File: src/rtl/rom_loader_if.sv
// rom_loader_if: UART byte stream in, ROM write port out.
interface rom_loader_if;
  logic        rx_valid_i;
  logic [7:0]  rx_data_i;
  logic        rx_ready_o;
  logic        we_o;
  logic [31:0] addr_o;
  logic [31:0] data_o;
  modport slave (input rx_valid_i, rx_data_i, output rx_ready_o, we_o, addr_o, data_o);
  modport master(output rx_valid_i, rx_data_i, input rx_ready_o, we_o, addr_o, data_o);
endinterface

File: src/rtl/rom_loader.sv
// rom_loader: assembles a length-prefixed, checksummed byte stream into ROM word writes.
module rom_loader #(
  parameter int unsigned ROM_WORDS = 4096,
  parameter logic [31:0] BASE_ADDR = 32'h0000_0000
) (
  input  logic         clk,
  input  logic         rst,
  input  logic         start_i,
  rom_loader_if.slave  bus,
  output logic         busy_o,
  output logic         hold_cpu_o,
  output logic         done_o,
  output logic         err_o
);
  localparam logic [2:0] IDLE  = 3'd0;
  localparam logic [2:0] LEN   = 3'd1;
  localparam logic [2:0] DATA  = 3'd2;
  localparam logic [2:0] WRITE = 3'd3;
  localparam logic [2:0] CSUM  = 3'd4;
  logic [2:0]  state_q, state_d;
  logic [1:0]  cnt_q, cnt_d;
  logic [31:0] idx_q, idx_d, len_q, len_d, word_q, word_d, addr_q, addr_d, data_q, data_d;
  logic [7:0]  sum_q, sum_d;
  logic        done_q, done_d, err_q, err_d, acc;
  assign acc = bus.rx_valid_i & bus.rx_ready_o;
  always_comb begin
    state_d = state_q;
    cnt_d   = cnt_q;
    idx_d   = idx_q;
    len_d   = len_q;
    word_d  = word_q;
    addr_d  = addr_q;
    data_d  = data_q;
    sum_d   = sum_q;
    done_d  = done_q;
    err_d   = err_q;
    case (state_q)
      IDLE: if (start_i) begin
        state_d = LEN;
        done_d  = 1'b0;
        err_d   = 1'b0;
        cnt_d   = 2'd0;
        idx_d   = '0;
        len_d   = '0;
        word_d  = '0;
        sum_d   = '0;
      end
      LEN: if (acc) begin
        len_d[{cnt_q, 3'b000} +: 8] = bus.rx_data_i;
        cnt_d = cnt_q + 2'd1;
        if (cnt_q == 2'd3) begin
          state_d = len_d > ROM_WORDS ? IDLE : len_d == '0 ? CSUM : DATA;
          err_d   = len_d > ROM_WORDS;
        end
      end
      DATA: if (acc) begin
        word_d[{cnt_q, 3'b000} +: 8] = bus.rx_data_i;
        sum_d = sum_q + bus.rx_data_i;
        cnt_d = cnt_q + 2'd1;
        if (cnt_q == 2'd3) begin
          state_d = WRITE;
          addr_d  = BASE_ADDR + {idx_q[29:0], 2'b00};
          data_d  = word_d;
        end
      end
      WRITE: begin
        idx_d   = idx_q + 32'd1;
        state_d = idx_d == len_q ? CSUM : DATA;
      end
      CSUM: if (acc) begin
        state_d = IDLE;
        done_d  = bus.rx_data_i == sum_q;
        err_d   = bus.rx_data_i != sum_q;
      end
      default: state_d = IDLE;
    endcase
  end
  always_ff @(posedge clk) begin
    if (rst) begin
      state_q <= IDLE;
      cnt_q   <= '0;
      idx_q   <= '0;
      len_q   <= '0;
      word_q  <= '0;
      addr_q  <= '0;
      data_q  <= '0;
      sum_q   <= '0;
      done_q  <= 1'b0;
      err_q   <= 1'b0;
    end else begin
      state_q <= state_d;
      cnt_q   <= cnt_d;
      idx_q   <= idx_d;
      len_q   <= len_d;
      word_q  <= word_d;
      addr_q  <= addr_d;
      data_q  <= data_d;
      sum_q   <= sum_d;
      done_q  <= done_d;
      err_q   <= err_d;
    end
  end
  assign bus.rx_ready_o = state_q == LEN || state_q == DATA || state_q == CSUM;
  assign bus.we_o       = state_q == WRITE;
  assign bus.addr_o     = addr_q;
  assign bus.data_o     = data_q;
  assign busy_o         = state_q != IDLE;
  assign hold_cpu_o     = busy_o;
  assign done_o         = done_q;
  assign err_o          = err_q;
endmodule
File: src/flat_wrapper.sv
// flat-port wrapper written by rule: the top's interface ports become plain ports
module rom_loader_flat 
#(
  parameter int unsigned ROM_WORDS = 4096,
  parameter logic [31:0] BASE_ADDR = 32'h0000_0000
)
  (clk, rst, start_i, busy_o, hold_cpu_o, done_o, err_o, bus_rx_valid_i, bus_rx_data_i, bus_rx_ready_o, bus_we_o, bus_addr_o, bus_data_o);
  rom_loader_if bus_i ();
  input  logic clk;
  input  logic rst;
  input  logic start_i;
  output logic busy_o;
  output logic hold_cpu_o;
  output logic done_o;
  output logic err_o;
  input wire logic [$bits(bus_i.rx_valid_i)-1:0] bus_rx_valid_i;
  input wire logic [$bits(bus_i.rx_data_i)-1:0] bus_rx_data_i;
  output wire logic [$bits(bus_i.rx_ready_o)-1:0] bus_rx_ready_o;
  output wire logic [$bits(bus_i.we_o)-1:0] bus_we_o;
  output wire logic [$bits(bus_i.addr_o)-1:0] bus_addr_o;
  output wire logic [$bits(bus_i.data_o)-1:0] bus_data_o;
  assign bus_i.rx_valid_i = bus_rx_valid_i;
  assign bus_i.rx_data_i = bus_rx_data_i;
  assign bus_rx_ready_o = bus_i.rx_ready_o;
  assign bus_we_o = bus_i.we_o;
  assign bus_addr_o = bus_i.addr_o;
  assign bus_data_o = bus_i.data_o;
  rom_loader #(.ROM_WORDS(ROM_WORDS), .BASE_ADDR(BASE_ADDR)) u_core (.clk(clk), .rst(rst), .start_i(start_i), .bus(bus_i), .busy_o(busy_o), .hold_cpu_o(hold_cpu_o), .done_o(done_o), .err_o(err_o));
endmodule
File: config.mk
export PLATFORM = sky130hd
export DESIGN_NAME = rom_loader_flat
export DESIGN_NICKNAME = d
export VERILOG_FILES = /design/src/rtl/rom_loader_if.sv /design/src/rtl/rom_loader.sv /design/src/flat_wrapper.sv
export SDC_FILE = /design/constraint.sdc
export NUM_CORES = 1
export LEC_CHECK = 0
export CORE_MARGIN = 2
export CORE_UTILIZATION = 35
export CTS_BUF_LIST = sky130_fd_sc_hd__clkbuf_2 sky130_fd_sc_hd__clkbuf_4 sky130_fd_sc_hd__clkbuf_8
export DETAILED_ROUTE_END_ITERATION = 10
export GPL_TIMING_DRIVEN = 0
export PLACE_DENSITY_LB_ADDON = 0.05
export SLEW_MARGIN = 5
export SYNTH_ARGS = -nofsm -noshare
export SYNTH_HDL_FRONTEND = slang
export SYNTH_SLANG_ARGS = --single-unit
File: constraint.sdc
create_clock -name clk -period 2.6 [get_ports clk]
set_input_delay 0.26 -clock clk [delete_from_list [all_inputs] [get_ports clk]]
set_output_delay 0.26 -clock clk [all_outputs]
set_load 0.005 [all_outputs]
======== Word-level counts from Yosys, hierarchy flattened ========
Cells that the tools add are included.
word-level totals
  input bits .............................. 12
  output and inout bits ................... 70
  word-level logic and storage cells ...... 84
  bits in registers ....................... 173
operators by class
  shifts and indexed selects .............. 2
  equal/unequal tests ..................... 15
  order comparisons ....................... 1
  bitwise gates (word level) .............. 1
  add/sub/neg operators ................... 4
  mux-type cells .......................... 31
  reductions and logical operators ........ 20
operators by type and width
  cell                      number
  $pmux W32 S2              3
  $mux W32                  3
  $bwmux W32                2
  $add A32 B1 Y32 const B   1
  $eq A32 B32 Y1            1
  $gt A32 B13 Y1 const B    1
  $logic_not A32 Y1         1
  $shift A8 B7 Y32 const A  1
  $shiftx A8 B7 Y32         1
  $mux W3                   9
  $mux W8                   2
  $pmux W8 S2               1
  $pmux W3 S5               1
  $reduce_and A3 Y1         5
  $ne A2 B1 Y1 const B      6
  $reduce_bool A2 Y1        5
  $add A8 B8 Y8             1
  $eq A8 B8 Y1              1
  $ne A8 B8 Y1              1
  $neg A5 Y7                1
  $eq A3 B2 Y1 const B      2
  $reduce_and A6 Y1         1
  $reduce_bool A3 Y1        2
  $mux W1                   5
  other kinds (15)          17

======== Longest topological paths before layout ========
  depth after elaboration ................. 9
  mapped depth ............................ 11
  gate-level depth less buffers ........... 9

======== Worst setup path after synthesis ========
OpenSTA, ideal clock, no wires.
  path type ............................... register to register
  start point ............................. register u_core.idx_q[0]
  end point ............................... register u_core.state_q[1]
  library setup time ...................... 0.119 ns
  path buffers ............................ 1
  cell stages (with the launch flop) ...... 10
  setup slack ............................. -0.157 ns
  required time ........................... 2.481 ns
  clock period less this slack ............ 2.757 ns
  arrival ................................. 2.638 ns
  cell sequence ........................... dfxtp_1 -> ha_1 -> nand3_1 -> clkbuf_1 -> nor4_2 -> nand4_1 -> xnor2_1 -> or4_1 -> or4_4 -> o2bb2ai_1
on the way
  cells in the longest elaborated chain, start to end .. 4
RTL lines
  element                 line              RTL
  start, declared         rom_loader.sv:22  logic [31:0] idx_q, idx_d, len_q, len_d, word_q, word_d, addr_q, addr_d, data_q, data_d;
  start signal, assigned  rom_loader.sv:93  idx_q <= idx_d;
  $add A32 B1 Y32         rom_loader.sv:67  idx_d = idx_q + 32'd1;
  $eq A32 B32 Y1          rom_loader.sv:68  state_d = idx_d == len_q ? CSUM : DATA;
  $mux W3                 rom_loader.sv:68
  $pmux W3 S5             rom_loader.sv:37  case (state_q)
  end signal, assigned    rom_loader.sv:91  state_q <= state_d;
  end, declared           rom_loader.sv:20  logic [2:0] state_q, state_d;
No other way between the ends.
A chain may end at the register's enable or synchronous reset.

======== Worst setup path after layout ========
  start point ............................. register u_core.idx_q[14]
  end point ............................... register u_core.state_q[1]
The elaborated chain is that of the path after synthesis.

==> impl_metrics.json <==
{
  "status": "finished with violations",
  "failed_checks": "setup timing",
  "holdBufCountCts": 0,
  "ir_drop_v": 0.000327,
  "track_usage_pct": 24.8,
  "fmax_mhz": 355,
  "cts-root-buf": "clkbuf_8",
  "power.leakage_nw": 3.90,
  "final_max_slew_viol_count": 0,
  "vias": 9026,
  "fin_skew_ns": 0.0251,
  "yosysTopAreaCellShare_pct": 39.2,
  "max-cap-violations": 0,
  "cts_buffer_depth": 2,
  "ys.flop_type": "dfxtp_1",
  "rsz0062_at_grt": "true",
  "r2r_cells": 9,
  "slew-limit-headroom_pct": 40.9,
  "async_flop_share_pct": 0,
  "layout_commonest_cell": "nor2_1",
  "cp_max_fo": 7,
  "critical_path_arrival_ns": 3.20,
  "port_buffers": 78,
  "post-route-period-util_pct": 108,
  "stdcell_count": 1612,
  "r2r_setup_slack_ns": -0.22,
  "core_area_mm2": 0.0250,
  "ctsHtreeMaxLevel": 4,
  "diodes": 0,
  "final_core_util_pct": 45.4,
  "rr_startpoint": "u_core.idx_q[14]",
  "setup_ws_ns": -0.219,
  "grt_pass1_wl_mm": 50.3,
  "required_ns": 2.99,
  "synth.distinct_cells": 75,
  "finalHoldViolations": 0,
  "dieWidth_um": 163,
  "cts-buffers-inserted": 17,
  "globalplace.congestion": 0.864,
  "rr_endpoint": "u_core.state_q[1]",
  "power_density_mw_per_mm2": 609,
  "dp.cells": 1531,
  "synth_area_mm2": 0.00883,
  "start_util_pct": 35.4,
  "hp-class": "input port to flop",
  "cp-end-kind": "flop",
  "dieHeight_um": 163,
  "ys_warn_count": 0,
  "grt_antenna_before_repair": 0,
  "ant_nets": 0,
  "dp_slack_ns": -1.25,
  "ys_seq_elements": 173,
  "crit_path_start": "u_core.idx_q[14]",
  "worstSkewPairLatency_ns": 0.49,
  "synth_area_leaders": "dfxtp_1 39%, nor2_1 6.8%, a21oi_1 5.9%",
  "seq_area_frac_synth_pct": 39.2,
  "yosys.area.top_type": "dfxtp_1",
  "synthesis.instances": 1122,
  "syn_area_per_cell_um2": 7.87,
  "grt_pass1_vias": 8584,
  "layout-drive-gt1-share_pct": 15.0,
  "crit_path_start_kind": "flop",
  "io_pins": 82,
  "grt-ovfl-total": 0,
  "rows": 58,
  "endpoint": "u_core.state_q[1]",
  "nNetsFinal": 1296,
  "syn_to_final_growth_pct": 28.2,
  "vias_per_cell": 5.60,
  "drtPass1Iterations": 5,
  "numClockSinks": 173,
  "place_hpwl_mm": 22.9,
  "drc": 0,
  "path_clk_slew_ns": 0.12,
  "cts_tree": "yes",
  "setup_viol": 2,
  "die_area_mm2": 0.0265,
  "grt_max_degree": 21,
  "crit_type": "flop to flop",
  "min_period_ns": 2.82,
  "fin_setup_tns_ns": -0.375,
  "worst_pin_slew_ns": 0.887,
  "final_cell_mix": "158 x nor2_1, 155 x dfxtp_1, 128 x nand2_1",
  "drt-wirelength-per-cell_um": 20.2,
  "drt_iter0_drc": 656,
  "synth_edf_count": 0,
  "drt-total-wl_mm": 32.6
}
## Yosys cell counts, types with 3 or more instances
cell / number
a2111o_1: 3
a211oi_1: 18
a21o_1: 3
a21oi_1: 104
a221oi_1: 8
a22o_1: 8
a22oi_1: 43
a311oi_1: 8
a31oi_1: 11
a32oi_1: 27
and2_1: 4
and3_1: 6
and4_1: 3
and4b_1: 3
buf_1: 3
buf_2: 12
buf_4: 6
clkbuf_1: 81
dfxtp_1: 173
ha_1: 14
inv_1: 22
mux2i_1: 4
nand2_1: 129
nand2b_1: 8
nand3_1: 18
nand3b_1: 7
nand4_1: 16
nor2_1: 159
nor3_1: 24
nor3_2: 3
nor3b_1: 3
nor4_1: 22
nor4bb_1: 4
o21a_1: 4
o21ai_0: 46
o22ai_1: 4
o31ai_1: 4
or3_1: 6
or4_1: 6
or4_4: 3
xnor2_1: 36
xor2_1: 9
## flip-flops by register name, indices dropped and copies added, names as in the netlist
signal	cells
u_core.bus.data_o	32
u_core.state_q	3
u_core.done_o	1
u_core.sum_q	8
u_core.word_q	32
u_core.cnt_q	2
u_core.err_o	1
u_core.idx_q	32
u_core.len_q	32
u_core.bus.addr_o	30
## metrics by stage
| step | hold WS, ns | total power (W) | cell area [um2] |
|---|---|---|---|
| 2_1_floorplan | 0.405 | 0.00410 | 8980 |
| 3_3_place_gp | 0.442 | 0.00483 | 10200 |
| 3_5_place_dp | 0.447 | 0.00482 | 10200 |
| 4_1_cts | 0.250 | 0.00688 | 11000 |
| 5_1_grt | 0.301 | 0.00723 | 11300 |
| 6_report | 0.269 | 0.00690 | 11300 |
## routing by layer
layer / part of all wire [%] / routed length (um) / vias up / track usage (%)
li1: - / - / 4317 / -
met1: 44 / 14300 / 4331 / 31.8
met2: 48 / 15600 / 313 / 42.5
met3: 4.8 / 1560 / 65 / 3.69
met4: 3.1 / 1010 / 0 / 8.57
met5: 0 / 0 / - / 0
## critical path, cell delays in order (launching register included)
cell and delay, ns:
dfxtp_4 0.42, nand4_4 0.14, buf_4 0.16, or3_4 0.39
buf_4 0.15, o31ai_1 0.25, a31oi_1 0.12, a2111o_1 0.39
or4_4 0.56, o2bb2ai_2 0.14
## cells by family after synthesis
group                    after synthesis  synth area share (%)
multiplexers                           6                 0.709
AND/OR/NAND/NOR                      439                  24.0
other                                  1                0.0425
buffers and inverters                127                  5.85
flip-flops                           173                  39.2
XOR/XNOR                              45                  4.46
adder cells (fa/ha/maj)               15                  2.21
AO/OA/AOI/OAI                        316                  23.5
## worst min path at each step
stage                                startpoint               endpoint  cells past startpoint
after floorplan                         start_i      u_core.state_q[0]                      1
after global placement    u_core.bus.addr_o[20]  u_core.bus.addr_o[20]                      2
after detailed placement  u_core.bus.addr_o[10]  u_core.bus.addr_o[10]                      2
after CTS                                   rst      u_core.state_q[1]                      4
after global routing                        rst      u_core.state_q[0]                      3
final                                       rst      u_core.state_q[0]                      3
## layout make-up
cell class | instances | area [um2]
Inverter | 23 | 93.8
Clock buffer | 17 | 234
Multi-Input combinational cell | 823 | 5130
Sequential cell | 173 | 3500
Timing Repair Buffer | 132 | 1220
Tap cell | 330 | 413
Fill cell | 2619 | 13600
Clock inverter | 15 | 191
Buffer | 99 | 529
## timing repair
action,4_1_cts,5_1_grt
cloned,0,1
hold endpoints to repair,0,0
pin swaps,15,18
buffers inserted,33,20
resized for setup,54,51
setup endpoints to repair,113,52
## where the power goes
| group | total [W] | switching [W] | leakage (nW) | internal (W) |
|---|---|---|---|---|
| Clock | 0.00200 | 0.00126 | 0.210 | 0.000744 |
| Sequential | 0.00279 | 0.0000798 | 1.41 | 0.00271 |
| Combinational | 0.00210 | 0.00145 | 2.28 | 0.000656 |
| Total | 0.00690 | 0.00278 | 3.90 | 0.00411 |
(Power assumes the default switching activity.)
